File: config.mk
export PLATFORM = sky130hd
export DESIGN_NAME = stream_pool_layer
export DESIGN_NICKNAME = d
export VERILOG_FILES = /design/src/rtl/stream_pool_layer.sv
export SDC_FILE = /design/constraint.sdc
export NUM_CORES = 1
export LEC_CHECK = 0
export CORE_MARGIN = 2
export CORE_UTILIZATION = 55
export DETAILED_ROUTE_END_ITERATION = 10
export GPL_TIMING_DRIVEN = 0
export PLACE_DENSITY = 0.72
export REMOVE_ABC_BUFFERS = 1
export SLEW_MARGIN = 20
export SYNTH_ARGS = -nofsm -noshare
export SYNTH_HDL_FRONTEND = slang
export SYNTH_SLANG_ARGS = --single-unit
File: constraint.sdc
create_clock -name clk -period 6.9 [get_ports clk]
set_input_delay 1.38 -clock clk [delete_from_list [all_inputs] [get_ports clk]]
set_output_delay 1.38 -clock clk [all_outputs]
set_load 0.05 [all_outputs]
File: src/rtl/stream_pool_layer.sv
// Streaming k x k max/average pooling over all channels in parallel, feeding an
// output FIFO toward the next layer and pulsing o_done once per frame.
module stream_pool_layer #(
    parameter int input_channels       = 5,
    parameter int img_width            = 24,
    parameter int kernel_dim           = 2,
    parameter int datatype_size        = 4,
    parameter int output_datatype_size = 4,
    parameter int out_fifo_depth       = 4
) (
    input  logic                                                clk,
    input  logic                                                rst,
    input  logic                                                i_start,
    input  logic                                                i_mode,
    input  logic                                                i_ibuf_we,
    input  logic [input_channels-1:0][datatype_size-1:0]        i_ibuf_wr_data,
    output logic                                                o_ready,
    output logic                                                o_busy,
    input  logic                                                i_next_busy,
    output logic                                                o_valid,
    output logic [input_channels-1:0][output_datatype_size-1:0] o_func_data,
    output logic                                                o_done
);
    localparam int out_dim = img_width / kernel_dim;
    localparam int k_log   = $clog2(kernel_dim);
    localparam int acc_w   = datatype_size + 2 * k_log;
    localparam int pos_w   = $clog2(img_width + 1);
    localparam int idx_w   = (out_dim > 1) ? $clog2(out_dim) : 1;
    localparam int ptr_w   = $clog2(out_fifo_depth);
    localparam int cnt_w   = $clog2(out_fifo_depth + 1);

    localparam logic [pos_w-1:0] pos_last = pos_w'(img_width - 1);
    localparam logic [pos_w-1:0] pos_used = pos_w'(out_dim * kernel_dim);
    localparam logic [k_log-1:0] sub_last = '1;
    localparam logic [ptr_w-1:0] ptr_last = ptr_w'(out_fifo_depth - 1);
    localparam logic [cnt_w-1:0] cnt_full = cnt_w'(out_fifo_depth);
    localparam logic [cnt_w-1:0] cnt_one  = cnt_w'(1);

    typedef enum logic [1:0] {IDLE, RUN, DRAIN} state_t;
    typedef logic [input_channels-1:0][acc_w-1:0]                acc_vec_t;
    typedef logic [input_channels-1:0][output_datatype_size-1:0] out_vec_t;

    state_t           state, state_nx;
    logic             mode_q;
    logic [pos_w-1:0] row, col;
    logic [ptr_w-1:0] wr_ptr, rd_ptr;
    logic [cnt_w-1:0] count;
    logic             done_nx;

    acc_vec_t acc      [out_dim];
    out_vec_t fifo_mem [out_fifo_depth];

    logic             start_ok, accept, in_range, win_first, win_last, push, pop, drain_empty;
    logic [idx_w-1:0] win_idx;
    acc_vec_t         px_ext, acc_nx;
    logic [input_channels-1:0][datatype_size-1:0] res_px;
    out_vec_t         push_data;

    assign start_ok    = (state == IDLE) && i_start;
    assign o_ready     = (state == RUN) && (count < cnt_full);
    assign o_busy      = (state != IDLE);
    assign o_valid     = (count != '0);
    assign accept      = i_ibuf_we && o_ready;
    assign in_range    = (row < pos_used) && (col < pos_used);
    assign win_first   = (row[k_log-1:0] == '0) && (col[k_log-1:0] == '0);
    assign win_last    = (row[k_log-1:0] == sub_last) && (col[k_log-1:0] == sub_last);
    assign win_idx     = idx_w'(col >> k_log);
    assign push        = accept && in_range && win_last;
    assign pop         = o_valid && !i_next_busy;
    assign drain_empty = (count == '0) || ((count == cnt_one) && pop);

    always_comb begin
        // NOTE: every always_comb output gets a default first, so no path can infer a latch.
        px_ext = '0;
        acc_nx = '0;
        res_px = '0;
        for (int c = 0; c < input_channels; c++) begin
            px_ext[c] = acc_w'(i_ibuf_wr_data[c]);
            if (win_first)
                acc_nx[c] = px_ext[c];
            else if (mode_q)
                acc_nx[c] = acc[win_idx][c] + px_ext[c];
            else
                acc_nx[c] = (px_ext[c] > acc[win_idx][c]) ? px_ext[c] : acc[win_idx][c];
            // The shifted average can never exceed the input range.
            res_px[c] = mode_q ? datatype_size'(acc_nx[c] >> (2 * k_log))
                               : datatype_size'(acc_nx[c]);
        end
    end

    if (output_datatype_size >= datatype_size) begin : g_zext
        always_comb begin
            push_data = '0;
            for (int c = 0; c < input_channels; c++)
                push_data[c] = output_datatype_size'(res_px[c]);
        end
    end else begin : g_sat
        localparam logic [datatype_size-1:0] sat_max =
            datatype_size'((1 << output_datatype_size) - 1);
        always_comb begin
            push_data = '0;
            for (int c = 0; c < input_channels; c++)
                push_data[c] = (res_px[c] > sat_max) ? '1 : output_datatype_size'(res_px[c]);
        end
    end

    always_comb begin
        state_nx = state;
        done_nx  = 1'b0;
        unique case (state)
            IDLE:    if (i_start) state_nx = RUN;
            RUN:     if (accept && (row == pos_last) && (col == pos_last)) state_nx = DRAIN;
            DRAIN:   if (drain_empty) begin
                         state_nx = IDLE;
                         done_nx  = 1'b1;
                     end
            default: state_nx = IDLE;
        endcase
    end

    // NOTE: state registers use non-blocking assignments so every flop samples pre-edge values.
    always_ff @(posedge clk or posedge rst) begin
        if (rst) begin
            state  <= IDLE;
            mode_q <= 1'b0;
            row    <= '0;
            col    <= '0;
            wr_ptr <= '0;
            rd_ptr <= '0;
            count  <= '0;
            o_done <= 1'b0;
        end else begin
            state  <= state_nx;
            o_done <= done_nx;
            if (start_ok) begin
                mode_q <= i_mode;
                row    <= '0;
                col    <= '0;
                wr_ptr <= '0;
                rd_ptr <= '0;
                count  <= '0;
            end else begin
                if (accept) begin
                    if (col == pos_last) begin
                        col <= '0;
                        row <= (row == pos_last) ? '0 : row + 1'b1;
                    end else begin
                        col <= col + 1'b1;
                    end
                end
                if (push) wr_ptr <= (wr_ptr == ptr_last) ? '0 : wr_ptr + 1'b1;
                if (pop)  rd_ptr <= (rd_ptr == ptr_last) ? '0 : rd_ptr + 1'b1;
                if (push && !pop)
                    count <= count + 1'b1;
                else if (pop && !push)
                    count <= count - 1'b1;
            end
        end
    end

    // NOTE: storage arrays carry no reset; window starts reload acc and o_valid gates the FIFO head.
    always_ff @(posedge clk) begin
        if (accept && in_range) acc[win_idx] <= acc_nx;
        if (push)               fifo_mem[wr_ptr] <= push_data;
    end

    assign o_func_data = o_valid ? fifo_mem[rd_ptr] : '0;

endmodule
# Word level (Yosys, flattened, before mapping)
# Memories as Yosys holds them, arrays and structs flattened.
# Index checks and enable logic that the tools add are counted.
op_classes:
  shifts: 0
  mux: 47
  reduce_logical: 29
  n_lt_le_gt_ge: 8
  n_addsub: 11
  n_bitwise: 2
  div: 0
  mul: 0
  n_eq_ne: 10
op_table:
  columns: ["op", "n"]
  rows:
  - ["$mux 6", 15]
  - ["$mux 5", 7]
  - ["$add 6x4->6", 5]
  - ["$gt 4x6->1", 5]
  - ["$mux 20", 1]
  - ["$mux 4", 5]
  - ["$mux 2", 9]
  - ["$logic_and 1x1->1", 14]
  - ["$add 5x1->5 const B", 2]
  - ["$eq 5x5->1 const B", 2]
  - ["$lt 5x5->1 const B", 2]
  - ["$reduce_bool 2->1", 5]
  - ["$mux 3", 3]
  - ["$eq 2x2->1 const B", 3]
  - ["$mux 1", 6]
  - ["$pmux 2 s3", 1]
  - ["$reduce_bool 3->1", 2]
  - ["$add 2x1->2 const B", 2]
  - ["$ne 2x2->1 const B", 2]
  - ["$add 3x1->3 const B", 1]
  - ["$eq 3x1->1 const B", 1]
  - ["$logic_not 1->1", 3]
  - ["$logic_not 3->1", 1]
  - ["$lt 3x3->1 const B", 1]
  - ["8 further kinds", 9]
totals:
  in_bits: 26
  regBits: 21
  latchBits: 0
  rom_bits: 0
  ramBits: 440
  elab_cells: 117
  n_memories: 2
memory_table:
  columns: ["memory", "depth", "word_bits", "rd", "rd_ports_with_merged_regs", "write_ports", "line_no", "text"]
  rows:
  - ["acc", 12, 30, 1, 0, 1, "50", "acc_vec_t acc [out_dim];"]
  - ["fifo_mem", 4, 20, 1, 0, 1, "51", "out_vec_t fifo_mem [out_fifo_depth];"]

# Logic depth before layout (Yosys ltp)
logic_depth:
  word_depth: 10
  mapped_depth: 19
  mapped_depth_nobuf: 14

# Worst setup path before layout
# OpenSTA, ideal clock, no wires.
synth_path:
  path_kind: "input-to-reg"
  from: "input i_ibuf_we"
  to: "memory acc[0][0] (netlist bit), enable pin"
  arrival_time_ns: 5.333
  path_stages: 5
  setup_ns: 0.503
  setup_slack_ns: 1.064
  path_buffers: 1
  required_ns: 6.397
  cell_sequence: "nor4bb_1 -> clkbuf_1 -> nand2_1 -> nor2_1 -> nor4b_1"
synth_via:
  elab_chain_cells: 4
synth_rtl:
  columns: ["item", "line_no", "text"]
  rows:
  - ["start, declared", "15", "input logic i_ibuf_we,"]
  - ["$logic_and 1x1->1", "63", "assign accept = i_ibuf_we && o_ready;"]
  - ["$logic_and 1x1->1", "163", "if (accept && in_range) acc[win_idx] <= acc_nx;"]
  - ["$mux 1", "163", null]
  - ["$mux 1 (not written as such)", "163", null]
  - ["end, declared", "50", null]
# No other way between the ends.

==> flow_summary.yaml <==
timing:
  report.final.slew_viol_count: 0
  final_period_util_pct: 68.84
  max_freq_ghz: 0.2105
  maxSlewHeadroom_pct: 28.81
  post_route_clock_skew_ps: 20.52
  final-hold-violation-count: 0
  setup_tns_ps: 0
  final.hold.worst_slack_ps: 554.0
  rsz0062_at_grt: "no"
  setup_viol_count_final: 0
  worst_tran_pin_value_ps: 1067
  period_minus_slack_ps: 4750
synthesis:
  synthDominantAreaCellType: "edfxtp_1"
  synth.distinct_cells: 75
  post_synth_instance_area_um2: 20750
  ys_top_cells_by_area: "edfxtp_1 (64%), mux4_2 (10%), ha_1 (3.1%)"
  synthDominantCellAreaShare_pct: 63.67
  ys_dominant_reg_cell: "edfxtp_1"
  synth_warnings: 0
  synth_seq_cells: 461
  synth.yosys.seq_area_share_pct: 66.20
  synth_enable_flop_cells: 440
  post_synth.cell_area_avg_um2: 16.74
  async_set_or_reset_flop_fraction_in_the_synthesized_netlist_pct: 4.555
  syn_inst: 1240
cts:
  cts_root_buf: "clkbuf_16"
  tritoncts: "done"
  cts_num_sinks: 461
  clk_pin_slew_ps: 60
  cts_made_buffers: 46
  clk_latency_ps: 580
  cts_resized: 0
  hold_buffer_count_at_cts: 0
  htree_num_levels: 2
  post_cts_buffers: 0
  clock_tree.buffer_depth: 3
floorplanning:
  top_level_ports: 50
  floorplan.initialDensity_pct: 55.49
  core_region_area_um2: 37400
  die_area_um2: 39300
  chipWidth_um: 198.2
  dieHeight_um: 198.2
  row_count: 71
run_status:
  outcome: "finished, final reports clean"
worst_setup_path:
  worst-endpoint-arrival_ps: 5010
  worst_setup_ep_type: "register"
  worst-endpoint-required_ps: 7160
  worstPathMaxFanout: 39
  setup.worst_path.class: "reg -> reg"
  critPathLaunchType: "register"
grt:
  grt_max_degree: 40
  grt_antenna_before_repair: 0
  wire_length_of_the_first_global_routing_pass_um: 67760
  leftover_overflow_at_the_end_of_global_routing: 0
  first_global_vias: 11480
  global_route.usage.total_pct: 23.24
power:
  power.density_nw_per_um2: 470.9
  vdd_ir_drop_max_v: 0.0002287
  power.leakage_nw: 7.946
  fin_total_pwr_mw: 11.19
finish:
  num-nets-final: 1415
  multi_input_comb_area_um2: 6546
  fraction_of_layout_cells_with_a_size_suffix_above_1_pct: 21.05
  layout-area-overhead-vs-synth_pct: 14.48
  final-instance-count-excl-fill: 1879
  antenna_diodes: 0
  fill_cell_count: 2611
  fraction_of_the_core_area_covered_by_cells_at_the_end_of_the_flow_pct: 63.52
  sequential_cell_area_um2: 13760
hold_path:
  hp-class: "reg -> reg"
routing:
  routed_wire_length_per_instance_um: 23.30
  drcViolationCount: 0
  detail_route.first_pass.iterations: 5
  drt-total-wl_um: 43780
  detailroute.via_count: 11450
  detailedRoute.firstIterationViolations: 859
  detail_route.vias_per_cell: 6.095
  ant_nets: 0
run:
  max-cap-violations: 0
placement:
  dp_hpwl_um: 29110
  numPlacedInstances: 1795
  finalWeightedCongestion: 0.8501
  count_of_buffers_inserted_at_the_top_level_ports: 49
-- cells in the final DEF, fill, tap and decap left out, types with 43 or more instances in the layout --
| cell | netlist | layout |
|---|---|---|
| edfxtp_1 | 440 | 440 |
| mux4_2 | 92 | 92 |
| nor2_1 | 74 | 65 |
| nand2_1 | 53 | 53 |
| ha_1 | 51 | 51 |
| mux2i_1 | 49 | 49 |
| clkbuf_16 | 0 | 49 |
| clkdlybuf4s50_1 | 0 | 49 |
| inv_1 | 45 | 45 |
| a21oi_1 | 43 | 43 |
-- report_power, final --
group          internal, mW  switching, mW  total [mW]
logic                  1.74           2.75        4.49
registers              3.97          0.238        4.21
clock network          1.47           1.02        2.50
-- cell usage after synthesis, drive strengths merged (7+ instances only) --
cell,count
mux2,15
a22o,7
nand2,54
ha,51
a211oi,11
o21ai,34
a22oi,7
inv,45
edfxtp,440
dfrtp,21
clkbuf,23
mux4,96
nand2b,8
o22ai,15
o31ai,10
nor2,74
xor2,13
nor3,19
mux2i,51
xnor2,10
or2,7
nand3,7
nor2b,37
o211ai,11
and2,11
a21oi,48
buf,35
-- final timing paths --
| check | end | depth (start not counted) | start | slack, ps |
|---|---|---|---|---|
| setup reg to reg | acc[1][9] | 12 | col[1] | 2150 |
| hold reg to reg | row[1] | 2 | row[1] | 550 |
| max in group asynchronous | col[1] | 2 | rst | 5030 |
| setup / recovery | acc[1][9] | 12 | col[1] | 2150 |
| hold / removal | row[1] | 2 | row[1] | 550 |
| min in group asynchronous | rd_ptr[1] | 2 | rst | 1270 |
-- critical path, cell delays in order, from the launching register on --
cell,delay [ps]
dfrtp_4,850
buf_16,340
mux4_2,540
nand2_1,70
o21ai_0,250
inv_1,130
ha_1,260
nor2b_1,140
o211ai_1,270
a21oi_1,160
a211oi_4,500
mux2i_1,200
a21boi_1,680
-- final cells by class --
class	count	share of cell area, %
clock inverters	30	1.174
repair buffers	103	4.729
flip-flops and latches	461	57.90
multi-input cells	675	27.55
clock buffers	53	5.224
inverters	46	0.7268
well taps	511	2.691
-- cells by family (layout without fill, tap and decap cells) --
group,after synthesis,count (layout),share of synthesized area (%)
buf+inv,104,232,2.888
mux,162,162,13.89
fa+ha+maj,58,58,3.654
compound gates,190,190,6.662
xor+xnor,23,23,0.9707
flops,461,461,66.20
simple gates,242,242,5.740
-- state kept, by name (all words and copies together) (netlist names), 2 cells and up --
signal and flops:
acc 360, fifo_mem 80, col 5, row 5, count 3, rd_ptr 2
state 2, wr_ptr 2
-- stage by stage --
step,area [um^2],setup WS [ps]
after floorplan,20330,373.5
after global routing,23760,1762
after detailed placement,22210,1898
after CTS,23730,1968
after global placement,21460,-5925
final,23760,2150
-- metal layers --
layer  wire length, um  global-route usage (%)  vias to the layer above  share of wire [%]
met5                 0                       0                        -                  0
met4               998                   7.101                        0                2.3
met3              2722                   3.304                       60                6.2
met2             20860                   37.34                      350                 48
met1             19200                   33.39                     5959                 44
li1                  -                       -                     5083                  -
Power figures use the tool's default switching activity.
